**src/rtl/tt_um_macros77_subneg_mem.sv**
```systemverilog
// External-memory responder for the subneg CPU tile.
// Answers the CPU's multiplexed bus (LE / MOE / MWE on ui_in, data on uio),
// backs it with a small register RAM, mirrors one address to a display
// register, and offers a pin-driven load mode for preloading programs.
//
// state  | meaning
// -------+-------------------------------------------------------------
// IDLE   | bus idle, waiting for an address phase or a strobe
// ADDR   | LE high: addr_q follows the bus, last value kept on LE fall
// READ   | MOE high: responder drives uio with the addressed byte
// WRITE  | MWE high: one write landed on entry, waiting for MWE release
// ERR    | MOE and MWE seen together: bus released until both drop
module tt_um_macros77_subneg_mem #(
  parameter int         ADDR_BITS    = 5,
  parameter logic [7:0] DISPLAY_ADDR = 8'h15,
  parameter int         SYNC_STAGES  = 2
) (
  input  logic       clk,
  input  logic       rst_n,
  input  logic       ena,
  input  logic [7:0] ui_in,
  output logic [7:0] uo_out,
  input  logic [7:0] uio_in,
  output logic [7:0] uio_out,
  output logic [7:0] uio_oe
);

  localparam int DEPTH = 1 << ADDR_BITS;

  typedef enum logic [2:0] {
    ST_IDLE  = 3'd0,
    ST_ADDR  = 3'd1,
    ST_READ  = 3'd2,
    ST_WRITE = 3'd3,
    ST_ERR   = 3'd4
  } state_t;

  state_t state_q;
  state_t state_d;

  logic [5:0]           sync_q [SYNC_STAGES];
  logic [5:0]           ctl_s;
  logic                 le_s;
  logic                 moe_s;
  logic                 mwe_s;
  logic                 load_s;
  logic                 lstb_s;
  logic                 lclr_s;
  logic                 lstb_d;
  logic                 load_rise;

  logic [7:0]           addr_q;
  logic [ADDR_BITS-1:0] addr_idx;
  logic                 addr_in_range;
  logic [7:0]           rdata;
  logic                 wr_entry;
  logic                 cpu_wr;
  logic                 disp_wr;

  logic [7:0]           mem [DEPTH];
  logic [7:0]           display_q;
  logic [ADDR_BITS-1:0] load_ptr;
  logic [4:0]           ptr_view;
  logic [7:0]           status;
  logic [7:0]           oe_q;
  logic [7:0]           rd_q;

  // tile enable and the spare input carry no function
  wire unused_inputs = &{1'b0, ena, ui_in[6]};

  // control-input synchronizer chain; uio_in is held stable by the initiator
  always_ff @(posedge clk or negedge rst_n) begin
    if (!rst_n) begin
      for (int i = 0; i < SYNC_STAGES; i++) sync_q[i] <= '0;
    end else begin
      sync_q[0] <= ui_in[5:0];
      for (int i = 1; i < SYNC_STAGES; i++) sync_q[i] <= sync_q[i-1];
    end
  end

  assign ctl_s  = sync_q[SYNC_STAGES-1];
  assign le_s   = ctl_s[0];
  assign moe_s  = ctl_s[1];
  assign mwe_s  = ctl_s[2];
  assign load_s = ctl_s[3];
  assign lstb_s = ctl_s[4];
  assign lclr_s = ctl_s[5];

  // bus FSM state register
  always_ff @(posedge clk or negedge rst_n) begin
    if (!rst_n) state_q <= ST_IDLE;
    else        state_q <= state_d;
  end

  // next-state: load overrides everything, then bus contention, then LE
  always_comb begin
    state_d = state_q;
    if (load_s) begin
      state_d = ST_IDLE;
    end else if (moe_s && mwe_s) begin
      state_d = ST_ERR;
    end else if (state_q == ST_ERR) begin
      // only one strobe can be high here; ERR holds until both have dropped
      state_d = (!moe_s && !mwe_s) ? ST_IDLE : ST_ERR;
    end else if (le_s) begin
      state_d = ST_ADDR;
    end else begin
      case (state_q)
        ST_IDLE: begin
          if (moe_s)      state_d = ST_READ;
          else if (mwe_s) state_d = ST_WRITE;
        end
        ST_ADDR:  state_d = ST_IDLE;
        ST_READ:  if (!moe_s) state_d = ST_IDLE;
        ST_WRITE: if (!mwe_s) state_d = ST_IDLE;
        default:  state_d = ST_IDLE;
      endcase
    end
  end

  assign addr_in_range = ((addr_q >> ADDR_BITS) == 8'd0);
  assign addr_idx      = addr_q[ADDR_BITS-1:0];
  assign rdata         = addr_in_range ? mem[addr_idx] : 8'h00;

  // a held MWE pulse writes once: only the edge that enters WRITE counts
  assign wr_entry = (state_q != ST_WRITE) && (state_d == ST_WRITE);
  assign cpu_wr   = wr_entry && addr_in_range;
  assign disp_wr  = cpu_wr && (addr_q == DISPLAY_ADDR);

  // address latch: follows the bus for as long as the FSM stays in ADDR
  always_ff @(posedge clk or negedge rst_n) begin
    if (!rst_n)                  addr_q <= 8'h00;
    else if (state_d == ST_ADDR) addr_q <= uio_in;
  end

  // previous synchronized load strobe, for rising-edge detection
  always_ff @(posedge clk or negedge rst_n) begin
    if (!rst_n) lstb_d <= 1'b0;
    else        lstb_d <= lstb_s;
  end

  assign load_rise = load_s && lstb_s && !lstb_d;

  // load pointer: clear wins over a same-cycle strobe, wraps at the RAM depth
  always_ff @(posedge clk or negedge rst_n) begin
    if (!rst_n)                 load_ptr <= '0;
    else if (load_s && lclr_s)  load_ptr <= '0;
    else if (load_rise)         load_ptr <= load_ptr + 1'b1;
  end

  // RAM: load writes use the old pointer; CPU writes cannot occur in load mode
  always_ff @(posedge clk or negedge rst_n) begin
    if (!rst_n) begin
      for (int i = 0; i < DEPTH; i++) mem[i] <= 8'h00;
    end else if (load_rise) begin
      mem[load_ptr] <= uio_in;
    end else if (cpu_wr) begin
      mem[addr_idx] <= uio_in;
    end
  end

  // display register mirrors CPU writes to the display address only
  always_ff @(posedge clk or negedge rst_n) begin
    if (!rst_n)       display_q <= 8'h00;
    else if (disp_wr) display_q <= uio_in;
  end

  // read driver registered off the next state so enable and data move together
  always_ff @(posedge clk or negedge rst_n) begin
    if (!rst_n) begin
      oe_q <= 8'h00;
      rd_q <= 8'h00;
    end else if (state_d == ST_READ) begin
      oe_q <= 8'hFF;
      rd_q <= rdata;
    end else begin
      oe_q <= 8'h00;
      rd_q <= 8'h00;
    end
  end

  assign ptr_view = 5'(load_ptr);
  assign status   = {state_q, ptr_view};
  assign uo_out   = ui_in[7] ? status : display_q;
  assign uio_oe   = oe_q;
  assign uio_out  = rd_q;

endmodule

```
**config.mk**
```make
export PLATFORM = sky130hd
export DESIGN_NAME = tt_um_macros77_subneg_mem
export DESIGN_NICKNAME = d
export VERILOG_FILES = /design/src/rtl/tt_um_macros77_subneg_mem.sv
export SDC_FILE = /design/constraint.sdc
export NUM_CORES = 1
export LEC_CHECK = 0
export CORE_MARGIN = 4
export CORE_UTILIZATION = 41
export CTS_BUF_LIST = sky130_fd_sc_hd__clkbuf_4 sky130_fd_sc_hd__clkbuf_8
export CTS_CLUSTER_DIAMETER = 120
export DETAILED_ROUTE_END_ITERATION = 10
export PLACE_DENSITY = 0.68
export SLEW_MARGIN = 0
export SYNTH_ARGS = -nofsm -noshare
export SYNTH_HDL_FRONTEND = slang
export SYNTH_SLANG_ARGS = --single-unit
export TNS_END_PERCENT = 100
```
**constraint.sdc**
```tcl
create_clock -name clk -period 2.9 [get_ports clk]
set_input_delay 0.29 -clock clk [delete_from_list [all_inputs] [get_ports clk]]
set_output_delay 0.29 -clock clk [all_outputs]
set_load 0.01 [all_outputs]
```
---- Word-level counts from Yosys, hierarchy flattened ----
Index checks and enable logic that the tools add are counted.
word-level totals
  input bits .............................. 19
  output and inout port bits .............. 24
  bits in registers ....................... 309
operators by class
  mux-type cells .......................... 27
  reductions and logical operators ........ 17
  magnitude comparators ................... 4
  equal/unequal tests ..................... 8
  add/subtract/negate cells ............... 1
  bitwise operators ....................... 2
operators with widths
  operator                                                number
  bitwise mux 256 bit                                     2
  2-to-1 mux 256 bit                                      2
  demux 8 bit (select 5 bit)                              2
  2-to-1 mux 8 bit                                        8
  binary-select mux 8 bit (select 5 bit)                  1
  2-to-1 mux 3 bit                                        9
  equality test 3 x 2 -> 1 bit (second input constant)    4
  >= comparator 6 bit (second input constant)             2
  < comparator 6 x 1 -> 1 bit (second input constant)     2
  NOT 5 -> 6 bit                                          2
  logical AND 1 bit                                       10
  2-to-1 mux 5 bit                                        2
  case mux 3 bit (3 select lines)                         1
  equality test 8 x 5 -> 1 bit (second input constant)    1
  logical NOT 8 bit                                       1
  adder 5 x 1 -> 5 bit (second input constant)            1
  nonzero test 2 bit                                      2
  equality test 3 x 1 -> 1 bit (second input constant)    1
  equality test 3 bit (second input constant)             1
  logical NOT 1 bit                                       3
  logical NOT 3 bit                                       1
  inequality test 3 x 2 -> 1 bit (second input constant)  1

---- Logic depth before layout (Yosys ltp) ----
Gate-level depths: netlist of run 1.
  depth after elaboration ................. 12
  depth in mapped cells ................... 7
  mapped depth without buffers ............ 6

---- Least setup slack after synthesis of run 1 ----
Ideal clock, no wire load.
  kind .................................... register to register
  start point ............................. reg sync_q, in the netlist ctl_s[1]
  end point ............................... reg mem[72] in the netlist's numbering
  slack ................................... 846 ps
  clock period less this slack ............ 2054 ps
  data required time ...................... 2775 ps
  path buffers ............................ 1
  data arrival time ....................... 1930 ps
  cell stages (with the launch flop) ...... 7
  cells stage by stage .................... dfrtp_1 -> a2111oi_2 -> and3_1 -> buf_6 -> nand3b_4 -> o21ai_4 -> mux2_2
between the ends
  word-level cells in the longest chain between the ends .. 10
RTL lines
  element                                                                      RTL line  RTL
  start: declaration                                                           41        logic [5:0] sync_q [SYNC_STAGES];
  2-to-1 mux 3 bit (tied with other cells)                                     114       ST_READ: if (!moe_s) state_d = ST_IDLE;
  case mux 3 bit (3 select lines) / logical AND 1 bit (equally long branches)  108, 104
  2-to-1 mux 3 bit, on equally long branches                                   105, 104
  2-to-1 mux 3 bit                                                             102       end else if (state_q == ST_ERR) begin
  2-to-1 mux 3 bit *                                                           100       end else if (moe_s && mwe_s) begin
  2-to-1 mux 3 bit *                                                           98        if (load_s) begin
  equality test 3 x 2 -> 1 bit *                                               126       assign wr_entry = (state_q != ST_WRITE) && (state_d == ST_WRITE);
  logical AND 1 bit *                                                          126
  logical AND 1 bit *                                                          127       assign cpu_wr = wr_entry && addr_in_range;
  nonzero test 2 bit (no source line) *                                        -
  end signal: indexed assignment                                               156       mem[load_ptr] <= uio_in;
  end signal: indexed assignment                                               158       mem[addr_idx] <= uio_in;
  end: declaration                                                             60        logic [7:0] mem [DEPTH];
Mark *: on every way between the ends. The rest lies on a longest branch, timed or not.
A chain may end at the register's enable or synchronous reset.

---- Final worst setup path of run 1 ----
  start point ............................. reg sync_q, in the netlist ctl_s[1]
  end point ............................... reg mem[170] in the netlist's numbering
The elaborated chain is that of the path after synthesis.

==> results.cfg, run 1 <==
[detailed_routing]
detail_route.first_pass.iterations = 5
postRouteAntennaNets = 0
detailedRoute.firstIterationViolations = 588
count_of_vias_placed_by_the_detailed_router = 8785
drt_wirelength_um = 34000
viasPerCell = 5.56
drc = 0
routedWlPerCell_um = 21.5

[run]
max_cap_violations = 0

[logic_synthesis]
flip_flop_and_latch_count_after_synthesis = 302
synth_top_area_cell = dfrtp_1
seq_area_frac_synth_pct = 53.7
syn-num-nets = 1044
synth.most_common_cell = dfrtp_1
postSynthAreaPerCell_um2 = 13.8
synthesis.area_mm2 = 0.0141
yosys_warnings = 0
synth-edff-count = 0
asyncSetResetFlopFracSynth_pct = 100
synthFlopType = dfrtp_1
syn-instance-count = 1021
synth_top_cells_by_area = dfrtp_1 (54%), mux2_2 (22%), mux2i_1 (9.1%), o22ai_1 (2.8%), nand2_1 (0.88%)
synth_top_cell_area_share_pct = 53.7
count_of_unique_library_cells_instantiated_by_yosys = 56
ys_top_cells_by_count = dfrtp_1 (302), mux2_2 (280), mux2i_1 (128)

[timing]
final.min_clock_period_ps = 2580
slew_headroom_pct = 47.7
worst_clock_skew_ps = 26.0
worst-slew-pin-transition_ps = 779
timing_max_transition_violations_final = 0
fin_crit_sh_pct = 88.9
finalSetupViolCount = 0
unrepaired_setup_endpoints_after_global_routing = no
fmax_mhz = 388
timing.setup.tns_ps = 0
hold_viol = 0

[critical_path]
cp_data_required_time_ps = 3370
timing_worst_setup_path_type = reg -> reg
reg2reg_end = mem[170]
critPathLaunchType = flop
arrival_ps = 3050
timing.reg2reg.setup_slack_ps = 320
timing.critical_path.from = ctl_s[1]
standard_cell_with_the_maximum_stage_delay_on_the_critical_path = a2111oi_2
worst_path_dominant_cell_family = compound AO/OA/AOI/OAI gates
worst_r2r_startpoint = ctl_s[1]
path_cells = a2111oi_2 > and3_1 > nand3b_4 > o21ai_4 > mux2_2
critical_path.max_fanout = 8
timing.reg2reg.worst_path_depth = 5
endpoint = mem[170]
critical-path-max-stage-delay_ps = 470
cp_num_cells = 5
endpoint_kind = flop
cp.buffers_inverters = 0

[global_route]
maximum_number_of_pins_on_one_net_before_global_route_repair = 90
grt_remaining_overflow = 0
first_global_vias = 9144
antenna_found_initial = 0
grt.total_usage_pct = 18.0
wire_length_of_the_first_global_routing_pass_um = 53700

[pwr]
total_leakage_power_nw = 7.43
worst_ir_drop_vdd_mv = 0.354
power_density_mw_per_mm2 = 650
fin_total_pwr_mw = 10.5

[clock_tree]
cts.sink_count = 302
postCtsSetupBuffers = 0
clk_path_buf_depth = 3
cts_root_buffer = clkbuf_8
clk_transition_reported_paths_ps = 60
clkLatencyLatePin_ps = 580
cts_made_buffers = 49
htree_levels = 2
tritoncts = yes

[floorplanning]
die_area_mm2 = 0.0374
floorplan.core_area_mm2 = 0.0337
chipWidth_um = 193
number_of_ports_placed_on_the_die_boundary = 43
floorplan.die.height_um = 193
core.rowCount = 67
initial_standard_cell_utilization_of_the_core_pct = 41.8

[finish]
flow.area_growth_from_synthesis_pct = 14.9
finish.utilization_pct = 48.0
diode_insertion_count_for_antenna_repair = 0
finish.net_count = 1118
stdcell_area_mm2 = 0.0162
layout.filler_cells = 3011
drive_gt1_share_pct = 39.9

[place]
place.detailed.hpwl_um = 22400
gp_routability_congestion = 0.916
io_buffers = 40
placement.cell_area_mm2 = 0.0151

[hold_path]
min-delay-path-class = in -> reg

[status]
outcome = complete, no violations
## what timing repair did
action,CTS,global route
endpoints found under the hold margin,82,0
resized for setup,0,0
hold buffers,1,0
## worst reg2reg max path, cell delays in order, from the launching register on
cell and delay (ps):
dfrtp_1 460, a2111oi_2 470, and3_1 440, nand3b_4 250, o21ai_4 460, mux2_2 400
## kinds of logic after synthesis
group | count (synthesis) | share of synthesized area, %
mux | 408 | 31.5
flops | 302 | 53.7
compound gates | 118 | 7.14
simple gates | 118 | 4.83
buf+inv | 67 | 2.27
xor+xnor | 4 | 0.249
fa+ha+maj | 4 | 0.355
## layout make-up
cell class                      instances  area, um^2  share of cell area, %
Inverter                                6        22.5                  0.139
Sequential cell                       302        7560                   46.8
Timing Repair Buffer                   84         801                   4.95
Clock inverter                         10        61.3                  0.379
Multi-Input combinational cell        652        6200                   38.4
Tap cell                              448         561                   3.47
Clock buffer                           79         962                   5.95
## state kept, by name, summed over array words and instances, names as in the netlist
| register | count |
|---|---|
| uio_oe | 1 |
| display_q | 8 |
| sync_q | 6 |
| lstb_d | 1 |
| ctl_s | 6 |
| load_ptr | 5 |
| addr_q | 8 |
| uio_out | 8 |
| state_q | 3 |
| mem | 256 |
## cells in the final DEF, fill, tap and decap left out, types with 17 or more instances in the layout
cell type        Yosys  layout
nand2_1             33      33
mux2i_1            128     128
buf_4                8      38
clkdlybuf4s50_1      0      39
clkbuf_4             0      20
mux2_2             280     280
nor4_1              17      17
clkbuf_8             0      59
dfrtp_1            302     301
o22ai_1             64      64
## power by group
part	internal [mW]	leakage [nW]	switching, mW
clock network	2.11	0.550	1.66
logic	0.840	2.88	1.01
registers	4.63	4.00	0.263
## metrics by stage
step | std cells | setup slack (ps) | hold WS [ps]
final | 1581 | 323 | 155
after global routing | 1581 | 184 | 135
after CTS | 1581 | 360 | 137
after detailed placement | 1491 | 364 | 341
after global placement | 1491 | 396 | 335
after floorplan | 1021 | 846 | -5.59
## metal layers
metal	global-route usage, %	wire, um	up-vias
met1	25.4	15700	4623
met5	0	0	-
met4	5.25	736	0
met3	2.56	1330	44
li1	-	-	3941
met2	29.1	16200	177
## how the worst min path moves through the flow
stage                 to  cells after the start  slack, ps        from
2_1_floorplan  addr_q[0]                      0         -6       rst_n
3_3_place_gp    ctl_s[4]                      0        330  sync_q[10]
3_5_place_dp    ctl_s[4]                      0        340  sync_q[10]
4_1_cts        sync_q[6]                      1        140    ui_in[0]
5_1_grt        sync_q[6]                      1        130    ui_in[0]
6_report       sync_q[8]                      1        160    ui_in[2]
Power figures use the tool's default switching activity.
==> inputs of run 2 (changes only) <==
--- a/constraint.sdc
+++ b/constraint.sdc
@@ -3,2 +3,2 @@
 set_output_delay 0.29 -clock clk [all_outputs]
-set_load 0.01 [all_outputs]
+set_load 0.02 [all_outputs]
==> results of run 2 <==
The final DEF is identical to that of run 1. Status: complete, no violations.
==> inputs of run 3 (changes only) <==
--- a/constraint.sdc
+++ b/constraint.sdc
@@ -3,2 +3,2 @@
 set_output_delay 0.29 -clock clk [all_outputs]
-set_load 0.02 [all_outputs]
+set_load 0.05 [all_outputs]
==> run 3 against run 2 <==
  * Clock power is 1% higher
  * Clock-buffer cell count unchanged
  * Sequential share of layout area barely moved
  * Setup slack improved by 39 ps
  * Critical path depth stayed put
==> results.cfg, run 3 (synthesis gave the netlist of run 1 again) <==
[timing]
timing_max_transition_violations_final = 0
unrepaired_setup_endpoints_after_global_routing = no
worst_clock_skew_ps = 15.8
slew_headroom_pct = 49.8
worst-slew-pin-transition_ps = 747
hold_viol = 0
fmax_mhz = 394
fin_crit_sh_pct = 87.5
final.min_clock_period_ps = 2540
timing.setup.tns_ps = 0
finalSetupViolCount = 0

[floorplanning]
floorplan.core_area_mm2 = 0.0337
initial_standard_cell_utilization_of_the_core_pct = 41.8
number_of_ports_placed_on_the_die_boundary = 43
floorplan.die.height_um = 193
chipWidth_um = 193
die_area_mm2 = 0.0374
core.rowCount = 67

[critical_path]
critical-path-max-stage-delay_ps = 490
endpoint_kind = flop
timing_worst_setup_path_type = reg -> reg
worst_r2r_startpoint = ctl_s[1]
timing.reg2reg.worst_path_depth = 5
critical_path.max_fanout = 8
arrival_ps = 2980
standard_cell_with_the_maximum_stage_delay_on_the_critical_path = nor2_2
cp_data_required_time_ps = 3340
path_cells = a2111oi_2 > and3_1 > nor2_2 > nor2_2 > mux2_2
timing.critical_path.from = ctl_s[1]
critPathLaunchType = flop
crit_top_cell = nor2_2
reg2reg_end = mem[199]
timing.reg2reg.setup_slack_ps = 360

[clock_tree]
cts_made_buffers = 49
clk_path_buf_depth = 3
cts_hold_buf = 1
htree_levels = 2
cts_root_buffer = clkbuf_8
clk_transition_reported_paths_ps = 60
tritoncts = yes
postCtsSetupBuffers = 0
cts.sink_count = 302
cts_resized = 0
clkLatencyLatePin_ps = 560

[pwr]
fin_total_pwr_mw = 10.6
worst_ir_drop_vdd_mv = 0.325
total_leakage_power_nw = 7.43
power_density_mw_per_mm2 = 654

[detailed_routing]
postRouteAntennaNets = 0
viasPerCell = 5.54
routedWlPerCell_um = 21.7
detailedRoute.firstIterationViolations = 487
detail_route.first_pass.iterations = 5
drt_wirelength_um = 34300
count_of_vias_placed_by_the_detailed_router = 8733
drc = 0

[finish]
finish.net_count = 1118
largest-register = mem
diode_insertion_count_for_antenna_repair = 0
multiInputGateArea_mm2 = 0.00620
seq_area_mm2 = 0.00756
layout.cells.most_common_list = dfrtp_1 (301), mux2_2 (280), mux2i_1 (128), clkbuf_8 (65), o22ai_1 (64)
stdcell_area_mm2 = 0.0162
drive_gt1_share_pct = 39.7
flow.area_growth_from_synthesis_pct = 14.9
finalNonFillerCells = 1577
final_common_cell = dfrtp_1
finish.utilization_pct = 48.0
largest_register_ffs = 256
layout.filler_cells = 3026

[global_route]
first_global_vias = 9163
wire_length_of_the_first_global_routing_pass_um = 54100
grt_remaining_overflow = 0
grt.total_usage_pct = 18.1
antenna_found_initial = 0
maximum_number_of_pins_on_one_net_before_global_route_repair = 90

[place]
placement.cell_area_mm2 = 0.0151
place.detailed.hpwl_um = 22600
place_inst = 1491
gp_routability_congestion = 0.913
io_buffers = 40

[status]
outcome = complete, no violations

[hold_path]
worst_hold_startpoint = ui_in[2]
whs_path_depth = 1
min-delay-path-class = in -> reg
worst_hold_path.endpoint = sync_q[8]

[run]
max_cap_violations = 0
## run 3: cell count changes in the layout (fill, tap and decap cells not counted), sizes merged
cell / before / now
clkinv: 7 / 5
clkinvlp: 2 / 0
## run 3: worst max-delay path by stage
stage | endpoint | slack [ps] | cells after the start
2_1_floorplan | mem[72] | 850 | 6
3_3_place_gp | mem[171] | 400 | 5
5_1_grt | mem[105] | 190 | 5
3_5_place_dp | mem[146] | 370 | 5
4_1_cts | mem[151] | 350 | 5
6_report | mem[199] | 360 | 5
## run 3: per-layer routing
layer  GRT usage [%]  share of wire (%)
met5               0                  0
met1            25.5                 46
met3            2.73                3.7
met4            5.64                2.6
met2            29.1                 47
## run 3: stage by stage
stage / setup slack [ps] / hold slack [ps]
after floorplan: 846 / -5.59
after global placement: 403 / 334
after detailed placement: 367 / 336
after CTS: 348 / 144
after global routing: 191 / 152
final: 362 / 172
## run 3: area by class of cell
type                    count  share of cell area (%)
clock buffers              79                    6.18
clock inverters             6                   0.209
inverters                   6                   0.139
multi-input cells         652                    38.3
flip-flops and latches    302                    46.7
well taps                 448                    3.46
repair buffers             84                    4.95
## run 3: power breakdown
group	leakage (nW)	switching [mW]	internal, mW
combinational	2.88	1.04	0.840
clock	0.556	1.63	2.17
sequential	4.00	0.262	4.63
total	7.43	2.93	7.65
## run 3: critical path, delay by kind of cell, from the launching register on
| kind | cells | cell delay, ps |
|---|---|---|
| AO/OA/AOI/OAI | 1 | 440 |
| flip-flops | 1 | 450 |
| AND/OR/NAND/NOR | 3 | 1130 |
| multiplexers | 1 | 400 |
